===== src/rtl/rv32i_types.sv =====
`default_nettype none
// ============================================================================
// Module      : rv32i_types
// Description : Shared RV32I pipeline types: opcodes, funct3 encodings,
//               EX->MEM and MEM->WB bundles and the memory-stage state type.
// Revision    : 1.0 - initial release
// ============================================================================
package rv32i_types;

    typedef enum logic [6:0] {
        op_b_lui   = 7'b0110111,
        op_b_auipc = 7'b0010111,
        op_b_jal   = 7'b1101111,
        op_b_jalr  = 7'b1100111,
        op_b_br    = 7'b1100011,
        op_b_load  = 7'b0000011,
        op_b_store = 7'b0100011,
        op_b_imm   = 7'b0010011,
        op_b_reg   = 7'b0110011
    } rv32i_opcode_t;

    typedef enum logic [2:0] {
        load_f3_lb  = 3'b000,
        load_f3_lh  = 3'b001,
        load_f3_lw  = 3'b010,
        load_f3_lbu = 3'b100,
        load_f3_lhu = 3'b101
    } load_f3_t;

    typedef enum logic [2:0] {
        store_f3_sb = 3'b000,
        store_f3_sh = 3'b001,
        store_f3_sw = 3'b010
    } store_f3_t;

    typedef struct packed {
        logic [31:0] pc;
        logic [31:0] pc_next;
        logic [31:0] inst;
        logic [31:0] rs1_v;
        logic [31:0] rs2_v;
        logic [4:0]  rd_s;
        logic [31:0] rd_v;
        logic        regf_we;
        logic        commit;
    } ex_mem_reg_t;

    typedef struct packed {
        logic [31:0] pc;
        logic [31:0] pc_next;
        logic [31:0] inst;
        logic [4:0]  rd_s;
        logic [31:0] rd_v;
        logic        regf_we;
        logic        commit;
        logic [31:0] mem_addr;
        logic [3:0]  mem_rmask;
        logic [3:0]  mem_wmask;
        logic [31:0] mem_rdata;
        logic [31:0] mem_wdata;
    } mem_wb_reg_t;

    typedef logic [0:0] mem_state_t;
    localparam mem_state_t S_IDLE = 1'b0;
    localparam mem_state_t S_WAIT = 1'b1;

endpackage
`default_nettype wire


===== src/rtl/mem_load_align.sv =====
`default_nettype none
// ============================================================================
// Module      : mem_load_align
// Description : Selects the addressed byte/half of a load word and extends it.
// Revision    : 1.0 - initial release
// ============================================================================
module mem_load_align
    import rv32i_types::*;
(
    input  logic [2:0]  funct3,
    input  logic [1:0]  offset,
    input  logic [31:0] rdata,
    output logic [31:0] rd_v
);

    logic [7:0]  w_byte;
    logic [15:0] w_half;

    always_comb begin
        case (offset)
            2'd0:    w_byte = rdata[7:0];
            2'd1:    w_byte = rdata[15:8];
            2'd2:    w_byte = rdata[23:16];
            default: w_byte = rdata[31:24];
        endcase
        w_half = offset[1] ? rdata[31:16] : rdata[15:0];
    end

    always_comb begin
        case (funct3)
            load_f3_lb:  rd_v = {{24{w_byte[7]}}, w_byte};
            load_f3_lbu: rd_v = {24'd0, w_byte};
            load_f3_lh:  rd_v = {{16{w_half[15]}}, w_half};
            load_f3_lhu: rd_v = {16'd0, w_half};
            default:     rd_v = rdata;
        endcase
    end

endmodule
`default_nettype wire


===== src/rtl/mem_stage.sv =====
`default_nettype none
// ============================================================================
// Module      : mem_stage
// Description : RV32I memory stage: decodes loads/stores, runs the dmem
//               handshake, stalls upstream while an access is outstanding.
//               Optional macro MEM_STAGE_MISALIGN_CHECK_EN adds misalign_err.
// Revision    : 1.0 - initial release
// ============================================================================
module mem_stage
    import rv32i_types::*;
(
    input  logic        clk,
    input  logic        rst,
    input  ex_mem_reg_t ex_mem_reg,
    output logic        stall,
    output mem_wb_reg_t mem_wb_reg,
    output logic [31:0] dmem_addr,
    output logic [3:0]  dmem_rmask,
    output logic [3:0]  dmem_wmask,
    output logic [31:0] dmem_wdata,
    input  logic [31:0] dmem_rdata,
    input  logic        dmem_resp
`ifdef MEM_STAGE_MISALIGN_CHECK_EN
    ,
    output logic        misalign_err
`endif
);

    mem_state_t  r_state;
    mem_wb_reg_t r_pend;
    logic [1:0]  r_off;

    logic [6:0]  w_opcode;
    logic [2:0]  w_funct3;
    logic [31:0] w_i_imm;
    logic [31:0] w_s_imm;
    logic        w_is_load;
    logic        w_is_store;
    logic [31:0] w_ea;
    logic [1:0]  w_off;
    logic [3:0]  w_rmask;
    logic [3:0]  w_wmask;
    logic [31:0] w_wdata;
    logic        w_bad_f3;
    logic        w_misalign;
    logic        w_accept;
    logic [31:0] w_load_v;
    mem_wb_reg_t w_pass;
    mem_wb_reg_t w_done;

    assign w_opcode   = ex_mem_reg.inst[6:0];
    assign w_funct3   = ex_mem_reg.inst[14:12];
    assign w_i_imm    = {{20{ex_mem_reg.inst[31]}}, ex_mem_reg.inst[31:20]};
    assign w_s_imm    = {{20{ex_mem_reg.inst[31]}}, ex_mem_reg.inst[31:25], ex_mem_reg.inst[11:7]};
    assign w_is_load  = ex_mem_reg.commit && (w_opcode == op_b_load);
    assign w_is_store = ex_mem_reg.commit && (w_opcode == op_b_store);
    assign w_ea       = ex_mem_reg.rs1_v + (w_is_store ? w_s_imm : w_i_imm);
    assign w_off      = w_ea[1:0];
    assign w_wdata    = ex_mem_reg.rs2_v << {w_off, 3'b000};

    // Lanes past byte 3 fall off the 4-bit shift.
    always_comb begin
        w_rmask = 4'b0000;
        w_wmask = 4'b0000;
        if (w_is_load) begin
            case (w_funct3)
                load_f3_lb, load_f3_lbu: w_rmask = 4'b0001 << w_off;
                load_f3_lh, load_f3_lhu: w_rmask = 4'b0011 << w_off;
                load_f3_lw:              w_rmask = 4'b1111;
                default:                 w_rmask = 4'b0000;
            endcase
        end else if (w_is_store) begin
            case (w_funct3)
                store_f3_sb: w_wmask = 4'b0001 << w_off;
                store_f3_sh: w_wmask = 4'b0011 << w_off;
                store_f3_sw: w_wmask = 4'b1111;
                default:     w_wmask = 4'b0000;
            endcase
        end
    end

    assign w_bad_f3 = (w_is_load || w_is_store) && (w_rmask == 4'b0000) && (w_wmask == 4'b0000);

`ifdef MEM_STAGE_MISALIGN_CHECK_EN
    always_comb begin
        w_misalign = 1'b0;
        if (w_is_load) begin
            case (w_funct3)
                load_f3_lh, load_f3_lhu: w_misalign = w_off[0];
                load_f3_lw:              w_misalign = (w_off != 2'b00);
                default:                 w_misalign = 1'b0;
            endcase
        end else if (w_is_store) begin
            case (w_funct3)
                store_f3_sh: w_misalign = w_off[0];
                store_f3_sw: w_misalign = (w_off != 2'b00);
                default:     w_misalign = 1'b0;
            endcase
        end
    end
`else
    assign w_misalign = 1'b0;
`endif

    assign w_accept = (r_state == S_IDLE) && !w_bad_f3 && !w_misalign &&
                      ((w_rmask != 4'b0000) || (w_wmask != 4'b0000));
    assign stall    = w_accept || ((r_state == S_WAIT) && !dmem_resp);

    always_comb begin
        dmem_addr  = 32'd0;
        dmem_rmask = 4'b0000;
        dmem_wmask = 4'b0000;
        dmem_wdata = 32'd0;
        if (r_state == S_WAIT) begin
            dmem_addr  = r_pend.mem_addr;
            dmem_rmask = r_pend.mem_rmask;
            dmem_wmask = r_pend.mem_wmask;
            dmem_wdata = r_pend.mem_wdata;
        end else if (w_accept) begin
            dmem_addr  = {w_ea[31:2], 2'b00};
            dmem_rmask = w_rmask;
            dmem_wmask = w_wmask;
            dmem_wdata = w_wdata;
        end
    end

    mem_load_align u_load_align (
        .funct3 (r_pend.inst[14:12]),
        .offset (r_off),
        .rdata  (dmem_rdata),
        .rd_v   (w_load_v)
    );

    always_comb begin
        w_pass         = '0;
        w_pass.pc      = ex_mem_reg.pc;
        w_pass.pc_next = ex_mem_reg.pc_next;
        w_pass.inst    = ex_mem_reg.inst;
        w_pass.rd_s    = ex_mem_reg.rd_s;
        w_pass.rd_v    = ex_mem_reg.rd_v;
        w_pass.regf_we = ex_mem_reg.regf_we && (ex_mem_reg.rd_s != 5'd0) && !w_bad_f3 && !w_misalign;
        w_pass.commit  = ex_mem_reg.commit;
    end

    always_comb begin
        w_done           = r_pend;
        w_done.commit    = 1'b1;
        w_done.mem_rdata = dmem_rdata;
        w_done.regf_we   = 1'b0;
        if (r_pend.mem_rmask != 4'b0000) begin
            w_done.rd_v    = w_load_v;
            w_done.regf_we = (r_pend.rd_s != 5'd0);
        end
    end

    always_ff @(posedge clk) begin
        if (rst) begin
            r_state    <= S_IDLE;
            r_pend     <= '0;
            r_off      <= 2'b00;
            mem_wb_reg <= '0;
        end else begin
            case (r_state)
                S_IDLE: begin
                    if (w_accept) begin
                        r_pend           <= w_pass;
                        r_pend.regf_we   <= 1'b0;
                        r_pend.commit    <= 1'b0;
                        r_pend.mem_addr  <= {w_ea[31:2], 2'b00};
                        r_pend.mem_rmask <= w_rmask;
                        r_pend.mem_wmask <= w_wmask;
                        r_pend.mem_wdata <= w_wdata;
                        r_off            <= w_off;
                        r_state          <= S_WAIT;
                        mem_wb_reg       <= '0;
                    end else begin
                        mem_wb_reg <= w_pass;
                    end
                end
                S_WAIT: begin
                    if (dmem_resp) begin
                        mem_wb_reg <= w_done;
                        r_state    <= S_IDLE;
                    end else begin
                        mem_wb_reg <= '0;
                    end
                end
                default: begin
                    r_state    <= S_IDLE;
                    mem_wb_reg <= '0;
                end
            endcase
        end
    end

`ifdef MEM_STAGE_MISALIGN_CHECK_EN
    always_ff @(posedge clk) begin
        if (rst) begin
            misalign_err <= 1'b0;
        end else begin
            misalign_err <= (r_state == S_IDLE) && w_misalign;
        end
    end
`endif

endmodule
`default_nettype wire


===== config.mk =====
export PLATFORM = sky130hd
export DESIGN_NAME = mem_stage
export DESIGN_NICKNAME = d
export VERILOG_FILES = /design/src/rtl/rv32i_types.sv /design/src/rtl/mem_load_align.sv /design/src/rtl/mem_stage.sv
export SDC_FILE = /design/constraint.sdc
export NUM_CORES = 1
export LEC_CHECK = 0
export ABC_AREA = 1
export CAP_MARGIN = 15
export CORE_AREA = 2 2 214 216
export CTS_BUF_LIST = sky130_fd_sc_hd__clkbuf_8
export DETAILED_ROUTE_END_ITERATION = 8
export DIE_AREA = 0 0 216 218
export MAX_ROUTING_LAYER = met4
export PLACE_DENSITY_LB_ADDON = 0.1
export SYNTH_ARGS = -nofsm -noshare
export SYNTH_HDL_FRONTEND = slang
export SYNTH_HIERARCHICAL = 1
export SYNTH_SLANG_ARGS = --single-unit

===== constraint.sdc =====
create_clock -name clk -period 5.85 [get_ports clk]
set_input_delay 1.17 -clock clk [delete_from_list [all_inputs] [get_ports clk]]
set_output_delay 1.17 -clock clk [all_outputs]
set_load 0.02 [all_outputs]

# Yosys cells after proc, flatten, opt, wreduce, memory -nomap -nowiden
# Cells that the tools add are included.
# totals
output_inout_bits	312
latchBits	0
regBits	445
mem_bits_rw	0
memories	0
mem_bits_ro	0
# classes
n_addsub	1
mux	24
n_mul	0
n_bitwise	1
div_mod_pow	0
n_eq_ne	11
magnitude_cmp	0
n_reduce_logical	27
shift	3
# ops
op	n
2-to-1 mux 239 bit	2
case mux 239 bit (2 select lines)	1
2-to-1 mux 32 bit	4
case mux 32 bit (4 select lines)	1
2-to-1 mux 33 bit	1
adder 32 bit	1
<< shifter 32 x 5 -> 32 bit	1
2-to-1 mux 4 bit	7
case mux 4 bit (3 select lines)	2
case mux 8 bit (3 select lines)	1
2-to-1 mux 16 bit	1
equality test 3 bit, second input constant	4
nonzero test 4 bit	3
nonzero test 5 bit	2
logical AND 1 bit	9
zero test 4 bit	2
equality test 7 x 2 -> 1 bit, second input constant	1
equality test 7 x 6 -> 1 bit, second input constant	1
equality test 3 x 1 -> 1 bit, second input constant	2
zero test 3 bit	2
2-to-1 mux 5 bit	1
OR reduction 2 bit	2
<< shifter 1 x 2 -> 4 bit, first input constant	1
<< shifter 2 x 2 -> 4 bit, first input constant	1
other kinds (10)	14

# Depth between registers and ports, before layout
# logic_depth
word_depth	15
depth_mapped	26
mapped_depth_nobuf	23

# By module
# The synthesis kept the hierarchy.
# modules_own_cells
mod	seq_area_each_um2	cells_per_inst	area_each_um2	instances
mem_stage	8868.5	2668	18785.5	1
mem_load_align	0.0	192	895.9	1

# Worst setup path before layout
# Ideal clock, no wire load.
# synth_path
path_kind	input-to-output
start	input ex_mem_reg[106] in the netlist's numbering
end	output dmem_wdata[10]
path_stages	23
t_arrival_ns	4.014
required_ns	4.680
path_buffers	3
setup_slack_ns	0.666
path_cell_list	inv_1 -> nand2_1 -> nor2_1 -> nand2_1 -> nor2_4 -> inv_1 -> nor2_1 -> nor2_1 -> ha_1 -> inv_1 -> fa_1 -> buf_2 -> nor2_1 -> nand3_1 -> nand3_1 -> nand2_1 -> nand2_1 -> nor2_2 -> nand2_2 -> buf_4 -> buf_2 -> nand4_1 -> o21ai_0
# synth_between
elab_chain_cells	15
# synth_lines
item	line	source
start: declaration	mem_stage.sv:14	input ex_mem_reg_t ex_mem_reg,
equality test 7 x 6 -> 1 bit	mem_stage.sv:56	assign w_is_store = ex_mem_reg.commit && (w_opcode == op_b_store);
logical AND 1 bit	mem_stage.sv:56	
2-to-1 mux 5 bit	mem_stage.sv:57	assign w_ea = ex_mem_reg.rs1_v + (w_is_store ? w_s_imm : w_i_imm);
adder 32 bit	mem_stage.sv:57	
<< shifter 2 x 2 -> 4 bit or << shifter 1 x 2 -> 4 bit (tied branches)	n/a	
case mux 4 bit (3 select lines), on equally long branches	mem_stage.sv:73, mem_stage.sv:66	
2-to-1 mux 4 bit, on equally long branches	mem_stage.sv:72, mem_stage.sv:65	
2-to-1 mux 4 bit or zero test 4 bit (tied branches)	mem_stage.sv:65, mem_stage.sv:82	
zero test 4 bit or logical AND 1 bit (tied branches)	mem_stage.sv:82	assign w_bad_f3 = (w_is_load || w_is_store) && (w_rmask == 4'b0000) && (w_wmask == 4'b0000);
logical AND 1 bit	mem_stage.sv:82	
zero test 1 bit	mem_stage.sv:105	assign w_accept = (r_state == S_IDLE) && !w_bad_f3 && !w_misalign &&
logical AND 1 bit (2 in series)	mem_stage.sv:105	
2-to-1 mux 32 bit *	mem_stage.sv:119	end else if (w_accept) begin
2-to-1 mux 32 bit *	mem_stage.sv:114	if (r_state == S_WAIT) begin
end: declaration	mem_stage.sv:20	output logic [31:0] dmem_wdata,
# Every way passes the cells marked *; elsewhere a longest branch is shown, timed or not.

# Worst setup path after layout
# layout_path
start	input ex_mem_reg[106] in the netlist's numbering
end	output dmem_addr[6]
# layout_between
elab_chain_cells	15
# layout_lines
item	line	source
equality test 7 x 6 -> 1 bit	mem_stage.sv:56	
logical AND 1 bit	mem_stage.sv:56	
2-to-1 mux 5 bit	mem_stage.sv:57	
adder 32 bit	mem_stage.sv:57	
<< shifter 2 x 2 -> 4 bit or << shifter 1 x 2 -> 4 bit (tied branches)	n/a	
case mux 4 bit (3 select lines), on equally long branches	mem_stage.sv:73, mem_stage.sv:66	
2-to-1 mux 4 bit, on equally long branches	mem_stage.sv:72, mem_stage.sv:65	
2-to-1 mux 4 bit or zero test 4 bit (tied branches)	mem_stage.sv:65, mem_stage.sv:82	
zero test 4 bit or logical AND 1 bit (tied branches)	mem_stage.sv:82	
logical AND 1 bit	mem_stage.sv:82	
zero test 1 bit	mem_stage.sv:105	
logical AND 1 bit (2 in series)	mem_stage.sv:105	
2-to-1 mux 32 bit *	mem_stage.sv:119	
2-to-1 mux 32 bit *	mem_stage.sv:114	
end: declaration	mem_stage.sv:17	output logic [31:0] dmem_addr,
# Marked as above.

==> impl_metrics.env <==
export IMPL_worstSetupStartpointType="input port"
export IMPL_root_buffer="clkbuf_8"
export IMPL_status="finished clean"
export IMPL_num_rows=78
export IMPL_areaGrowthSynthToFinish_pct=40.6
export IMPL_synth_seq_cells=443
export IMPL_first_pass_iters=5
export IMPL_netSwitchingFraction_pct=27.9
export IMPL_path_max_fanout=11
export IMPL_worst_r2r_path_depth=21
export IMPL_critPathKind="input port to primary output"
export IMPL_yosys_warnings=6
export IMPL_grt_ovfl_total=0
export IMPL_die_h_um=218
export IMPL_arrival_ns=4.52
export IMPL_cp_slowest_cell="fa_2"
export IMPL_largest_register_ffs=237
export IMPL_power_density_nw_per_um2=249
export IMPL_cap_violations=0
export IMPL_min_path_type="flop to flop"
export IMPL_io_pins=546
export IMPL_leakagePower_nw=12.3
export IMPL_avgViaCountPerCell=5.12
export IMPL_cts_tree="done"
export IMPL_synth_edf_count=0
export IMPL_p_int_mw=4.97
export IMPL_timing_rr_start="r_state"
export IMPL_grt_first_pass_wirelength_mm=115
export IMPL_clock_path_buffers=3
export IMPL_fin_worst_skew_ns=0.0368
export IMPL_die_area_um2=47100
export IMPL_power_frac_clock_pct=39.7
export IMPL_gp_congestion=0.902
export IMPL_hold_end="mem_wb_reg[167]"
export IMPL_combPwrFrac_pct=15.2
export IMPL_vias=21065
export IMPL_min_period_over_period_pct=97.3
export IMPL_fmax_ghz=0.176
export IMPL_async_flop_share_pct=0
export IMPL_p_sw_mw=1.93
export IMPL_worstMarginPinSlew_ns=1.15
export IMPL_grt_total_usage_pct=32.7
export IMPL_clk_latency_ns=0.67
export IMPL_drive_gt1_share_pct=10.2
export IMPL_post_synth_top_count_cell="nand2_1"
export IMPL_busiest_layer="met2"
export IMPL_drtIter0Drc=1713
export IMPL_die_w_um=216
export IMPL_fillers=4165
export IMPL_synthTopCellsByArea="dfxtp_1 (45%), nand2_1 (12%), nor2_1 (8.3%), o21ai_0 (6.6%), inv_1 (6.5%)"
export IMPL_use_met2_pct=52.5
export IMPL_synth_top_area_cell="dfxtp_1"
export IMPL_design_area_um2=27700
export IMPL_vdd_ir_drop_max_mv=0.176
export IMPL_port_buffers=541
export IMPL_nets=3712
export IMPL_maxSlewHeadroom_pct=23.3
export IMPL_synth_top_area_share_pct=45.1
export IMPL_grt_max_degree=140
export IMPL_crit_path_max_incr_delay_ns=0.60
export IMPL_min_path_cells=2
export IMPL_rsz0062_at_grt="yes"
export IMPL_ant_nets=0
export IMPL_ys_types=41
export IMPL_hold_start="r_pend[167]"
export IMPL_seq_power_share_pct=45.1
export IMPL_worstPathCellList="dlygate4sd2_1 > inv_1 > nand2_2 > nor2_4 > nand2_2 > nor2_4 > nor2_1 > nor2_1 > ha_2 > inv_2 > fa_2 > buf_6 > nor2_1 > o21ai_0 > nand2_1 > nand2_1 > nand2_2 > nor2_4 > nand2_8 > buf_4 > buf_16 > nand3_1 > o21ai_0 > buf_2"
export IMPL_dpl_hpwl_mm=54.9
export IMPL_cts_inserted_buffers=75
export IMPL_drt_total_wl_mm=77.4
export IMPL_initial_core_util_pct=43.8
export IMPL_grt_pass1_vias=20171
export IMPL_avgSynthCellArea_um2=6.88
export IMPL_drv_slew=0
export IMPL_netlist_instances=2860
export IMPL_setup_viol=0
export IMPL_path_clk_slew_ns=0.06
export IMPL_hold_viol=0
export IMPL_met3_usage_pct=7.77
export IMPL_met1_usage_pct=37.7
export IMPL_setup_tns_final_ns=0
export IMPL_cts_sinks=443
export IMPL_routedWlPerCell_um=18.8
export IMPL_htreeDepth=3
export IMPL_ys_seq_area_share_pct=45.1
export IMPL_placed_area_um2=26000
export IMPL_setup_worst_path_end_class="primary output"
export IMPL_r2r_end="r_pend[68]"
export IMPL_drc_errors=0
export IMPL_syn_area_um2=19700
export IMPL_core_um2=44900
export IMPL_critical_path_buf_inv_count=7
export IMPL_cp_required_ns=4.68
export IMPL_cp_top_family="simple AND/OR/NAND/NOR gates"
export IMPL_antenna_found_initial=18
export IMPL_r2r_slack_ns=2.21
export IMPL_ys_top_cells_by_count="nand2_1 (610), dfxtp_1 (443), nor2_1 (436), inv_1 (343), o21ai_0 (261)"
export IMPL_cts_hold_buffers_added=0
export IMPL_fin_crit_ns=5.69
export IMPL_synthFlopType="dfxtp_1"
[layout make-up]
cell class	instances	area, um^2	area share [%]
antenna	18	45.0	0.163
clock buffer	93	1280	4.63
clock inverter	35	176	0.638
inverter	352	1330	4.82
multi-input combinational	1903	8860	32.0
sequential	443	8870	32.0
tap	600	751	2.71
timing repair buffer	670	6360	23.0
[cell usage in the layout (no fill, tap or decap), drive strengths merged, types with 32 or more instances in the layout]
| cell | count |
|---|---|
| nand3 | 242 |
| clkdlybuf4s50 | 463 |
| nor2 | 444 |
| nand2 | 614 |
| o21ai | 361 |
| ha | 32 |
| buf | 199 |
| inv | 383 |
| dfxtp | 443 |
| clkbuf | 93 |
| a21oi | 108 |
[how the worst max path moves through the flow]
stage,from,depth (start not counted),end,slack (ns)
2_1_floorplan,ex_mem_reg[106],23,dmem_wdata[10],0.67
3_3_place_gp,ex_mem_reg[103],22,dmem_wdata[9],-0.74
3_5_place_dp,ex_mem_reg[103],24,dmem_wdata[11],-0.79
4_1_cts,ex_mem_reg[106],25,dmem_rmask[0],0.09
5_1_grt,ex_mem_reg[106],24,dmem_addr[6],-0.04
6_report,ex_mem_reg[106],24,dmem_addr[6],0.16
[repair_timing]
action	CTS	global route
gates cloned	5	0
setup endpoints to repair	71	72
pin swaps	10	11
resized for setup	357	15
setup buffers	26	3
[kinds of logic (layout without fill, tap and decap cells)]
| family | count (synthesis) | in the layout | share of synthesized area, % |
|---|---|---|---|
| simple gates | 1360 | 1360 | 28.6 |
| buf+inv | 517 | 1150 | 10.7 |
| compound gates | 496 | 496 | 13.0 |
| xor+xnor | 10 | 10 | 0.445 |
| other cells | 1 | 22 | 0.0191 |
| flops | 443 | 443 | 45.1 |
| fa+ha+maj | 33 | 33 | 2.14 |
[worst register-to-register path: stages, from the launching register on]
cell and delay (ns):
dfxtp_1 0.44, inv_4 0.43, buf_16 0.32, nand3b_1 0.15, buf_4 0.16, buf_4 0.12, buf_4 0.12, buf_4 0.12
buf_4 0.12, buf_4 0.12, buf_4 0.12, buf_4 0.12, buf_4 0.12, buf_4 0.12, buf_4 0.12, buf_4 0.12
buf_4 0.12, buf_4 0.12, buf_4 0.12, buf_4 0.13, buf_4 0.13, a21oi_2 0.13
[layer usage]
metal	wire length [um]	vias up
li1	-	10246
met4	4270	0
met2	36600	891
met3	5800	219
met1	30700	9709
met5	0	-
[metrics by stage]
step / setup WS, ns / hold WS [ns] / util (%) / instances / power [mW]
finish: 0.157 / 0.421 / 61.6 / 4114 / 6.90
global route: -0.0396 / 0.449 / 61.6 / 4114 / 7.17
CTS: 0.0923 / 0.427 / 61.4 / 4093 / 6.93
detailed placement: -0.791 / 0.436 / 57.9 / 3935 / 4.21
global placement: -0.740 / 0.432 / 57.9 / 3935 / 4.21
floorplan: 0.666 / 0.425 / - / 2863 / 3.66
[power groups by stage]
stage                     clock network, mW  logic, mW  registers, mW
after floorplan                           0      0.429           3.24
after global placement                    0       1.03           3.17
after detailed placement                  0       1.03           3.17
after CTS                              2.78       1.04           3.11
after global routing                   2.92       1.14           3.11
final                                  2.74       1.05           3.11
Power figures use the tool's default switching activity.
==> RTL change 1, RTL diff (same settings) <==
The option `MEM_STAGE_MISALIGN_CHECK_EN` is turned on by a define.
--- a/src/rtl/mem_stage.sv
+++ b/src/rtl/mem_stage.sv
@@ -6,6 +6,8 @@
 //               Optional macro MEM_STAGE_MISALIGN_CHECK_EN adds misalign_err.
 // Revision    : 1.0 - initial release
 // ============================================================================
+`define MEM_STAGE_MISALIGN_CHECK_EN
+
 module mem_stage
     import rv32i_types::*;
 (
New outputs: misalign_err. Function: not settled (the Yosys comparison gave no result); the edit may change what the design does.
==> RTL change 1 against the original RTL <==
Global-route usage up 0.57 points. Total power up 2.4%. Routed wire length grew 1.6%. Synthesized area shrank 0.35%. Critical endpoint is now dmem_addr[27]. Worst setup slack got worse by 0.091 ns. Cell count down 2.5%. Design area grew 0.94%. Critical path type unchanged. Sequential cell count increased by 1.
==> RTL change 1: results (changes against the original RTL) <==
- Nets: 3614 (-2.6%)
- Dpl hpwl: 56.8 mm (+3.5%)
- Commonest cells in the netlist: nand2_1, nor2_1, dfxtp_1
- Logic pwr share: 0.148 (-0.004)
- Worst clock skew: 0.0238 ns (-0.0130 ns)
- Sequential share of the synthesized area: 0.453 (+0.00260)
- 1st-iter DRT viols: 1846 (+7.8%)
- Clock network power: 2.91 mW (+6%)
- Status: completed
- First-pass GRT wire length: 118 mm (+2.3%)
- Worst Hold End: mem_wb_reg[91]
- Multiplexer area fraction after synthesis: 0.00230 (+0.00230)
- Drt pass-1 iters: 6 (+1)
- M2 GR Usage: 0.546 (+0.0213)
- Final Wtd Congestion: 1.02 (+13%)
- Critical path's largest stage delay: 0.44 ns (-0.16 ns)
- Vias in the first global route: 20.4k (+0.99%)
- R2R Path End: mem_wb_reg[87]
- Slowest CP cell: fa_1
- M1 GR Usage: 0.389 (+0.0117)
- Cell internal pwr: 5.13 mW (+3.1%)
- Peak VDD IR: 0.206 mV (+17%)
- Met2 Wirelength: 37.7 mm (+3.1%)
- Count of cell types in the netlist: 50 (+22%)
- Worst Setup EP: dmem_addr[27]
- Post-Route WL: 78.6 mm (+1.6%)
## RTL change 1: layout make-up
cell class / count / area [um2]
diodes: 10 / 25.0
clock inverters: 33 / 191
fillers: 4132 / 17000
flip-flops and latches: 444 / 8890
well taps: 600 / 751
repair buffers: 681 / 6520
multi-input cells: 1890 / 9210
clock buffers: 101 / 1390
inverters: 253 / 958
## RTL change 1: per-stage QoR
stage | power, mW | setup TNS (ns) | instance area (um2) | hold WS (ns) | instances
3_3_place_gp | 4.19 | -88.27 | 25900 | 0.434 | 3846
5_1_grt | 7.33 | -0.686 | 27900 | 0.463 | 4012
2_1_floorplan | 3.62 | 0 | 19600 | 0.425 | 2758
3_5_place_dp | 4.19 | -109.76 | 25900 | 0.436 | 3846
6_report | 7.06 | 0 | 27900 | 0.443 | 4012
4_1_cts | 7.10 | -0.00905 | 27700 | 0.437 | 4000
## RTL change 1: repair_timing
item	in CTS	in global routing
hold buffers	0	0
resized for setup	332	140
endpoints found under the setup margin	71	71
pin swaps	7	10
cloned	4	0
buffers inserted	16	2
==> RTL change 2, RTL diff (same settings) <==
Made on the original files. Remove the case item `load_f3_lh, load_f3_lhu` of the case on `w_funct3`.
--- a/src/rtl/mem_stage.sv
+++ b/src/rtl/mem_stage.sv
@@ -65,7 +65,6 @@
         if (w_is_load) begin
             case (w_funct3)
                 load_f3_lb, load_f3_lbu: w_rmask = 4'b0001 << w_off;
-                load_f3_lh, load_f3_lhu: w_rmask = 4'b0011 << w_off;
                 load_f3_lw:              w_rmask = 4'b1111;
                 default:                 w_rmask = 4'b0000;
             endcase
Behaviour: not the same (Yosys sat finds a counterexample within 4 cycles, from zero or initial values and one cycle with rst high).
==> RTL change 2 against the original RTL <==
Worst setup slack lost 0.060 ns. Design area rose by 0.36%. Total power is 1.4% lower. Non-clock buffer count rose by 6. Sequential cell count stayed put. Combinational power shrank 5%. Worst hold slack better by 0.029 ns. First-iteration DRC count grew 3.2%. Sequential share of layout area is 0.11 points lower. Synthesized area shrank 0.52%. Cell count fell by 1.4%. Routed wire length down 1.5%. Critical path type unchanged.
==> RTL change 2: results (changes against the original RTL) <==
- 1st-iter DRT viols: 1768 (+3.2%)
- Count of cell types in the netlist: 40 (-2.4%)
- Non-clock buffers, area share: 0.232 (+0.00202)
- Worst clock skew: 0.0208 ns (-0.0160 ns)
- DP Area: 0.0259 mm2 (-0.34%)
- Synth top area cells: dfxtp_1, nand2_1, nor2_1
- Rel. slew slack: 0.266 (+0.0325)
- #MultiIn Comb: 1920 (+0.89%)
- Mapped Cells: 2801 (-2.1%)
- Core Util, Final: 0.619 (+0.00220)
- Lkg Pwr: 12.6 nW (+2.1%)
- Nets: 3660 (-1.4%)
- DR WL/cell: 18.8 um (about the same)
- Flip-flop and latch count: 443 (unchanged)
- Placed cells: 3894 (-1.0%)
- Multi-input gate area: 0.00917 mm2 (+3.5%)
- CLK BUF: 90 (-3.2%)
- Post-CTS sizing: 328 (-8.1%)
- Yosys warning count: 6 (unchanged)
- Final Wtd Congestion: 0.974 (+7.9%)
- Num CTS Buffers: 74 (-1.3%)
- IO Port Bufs: 541 (unchanged)
- Pin count of the biggest net entering global routing: 229 (+64%)
- Commonest cells in the netlist: nand2_1, nor2_1, dfxtp_1
- Antenna diodes: 16 (-2)
- Critical path peak fanout: 8 (-3)
- Arr. time, crit path: 4.58 ns (+0.06 ns)
- Post-Syn Area: 0.0196 mm2 (-0.52%)
- Total global-route track usage: 0.320 (-0.00651)
- Fillers: 4171 (+0.14%)
- Non-Filler Instances: 4055 (-1.4%)
- Peak VDD IR: 0.225 mV (+28%)
- Layout cells sized above 1: 0.114 (+0.0113)
- Vias in the first global route: 19.9k (-1.6%)
- Buffers outside the clock class: 676 (+0.90%)
- ClkCell Share: 0.0515 (-0.00113)
- Dpl hpwl: 54.5 mm (-0.88%)
- Sequential cell area share: 0.319 (-0.00114)
- Sequential share of the synthesized area: 0.453 (+0.00236)
- Vias/cell: 5.13 (+0.13%)
- Non-clock inverters: 278 (-21%)
- Top cell family by delay on the critical path: buffers and inverters
- First-pass GRT wire length: 114 mm (-0.99%)
- Pre-CTS setup slack: -0.694 ns (+0.0968 ns)
- Status: completed
- Critical path's largest stage delay: 0.48 ns (-0.12 ns)
- Setup bufs post-CTS: 14 (-46%)
- Drt pass-1 iters: 6 (+1)
RTL change 2: cell types whose count changed after synthesis, sizes merged, moves of 17 or more:
cell	before	now
nand2	614	569
nor2	444	512
clkbuf	85	106
buf	80	59
o21ai	361	253
nand3	242	324
o31ai	0	17
inv	351	275
RTL change 2: final timing paths:
check | slack (ns) | from | cells past startpoint | endpoint
hold / removal | 0.45 | r_pend[88] | 2 | mem_wb_reg[88]
setup / recovery | 0.1 | ex_mem_reg[105] | 24 | dmem_wdata[13]
hold reg to reg | 0.45 | r_pend[88] | 2 | mem_wb_reg[88]
setup reg to reg | 2.63 | r_state | 9 | r_pend[135]
RTL change 2: cells by family (layout without fill, tap and decap cells):
| group | count (synthesis) | in the layout | synth area share |
|---|---|---|---|
| xor+xnor | 12 | 12 | 0.00537 |
| buf+inv | 441 | 1076 | 0.0953 |
| compound gates | 423 | 423 | 0.116 |
| other cells | 1 | 20 | 0.000192 |
| mux | 4 | 4 | 0.00230 |
| simple gates | 1444 | 1444 | 0.306 |
| flops | 443 | 443 | 0.453 |
| fa+ha+maj | 33 | 33 | 0.0215 |
RTL change 2: where the power goes:
group          leakage [nW]  total (mW)  switching [mW]  internal, mW
Sequential             3.61        3.10          0.0216          3.08
Clock                 0.819        2.71            1.27          1.44
Combinational          8.13       0.993           0.555         0.439
RTL change 2: per-layer routing:
layer / vias up / track usage / share of wire
li1: 10100 / - / -
met1: 9671 / 0.380 / 0.41
met2: 809 / 0.522 / 0.48
met3: 164 / 0.0729 / 0.072
met4: 0 / 0.141 / 0.038
met5: - / - / 0
RTL change 2: worst register-to-register path: stages, from the launching register on:
cell and delay, ns:
dfxtp_1 0.33, inv_2 0.65, nand2_8 0.14, buf_8 0.19
inv_12 0.09, buf_12 0.13, buf_4 0.61, buf_4 0.68
o21ai_0 0.21, nor2_1 0.14
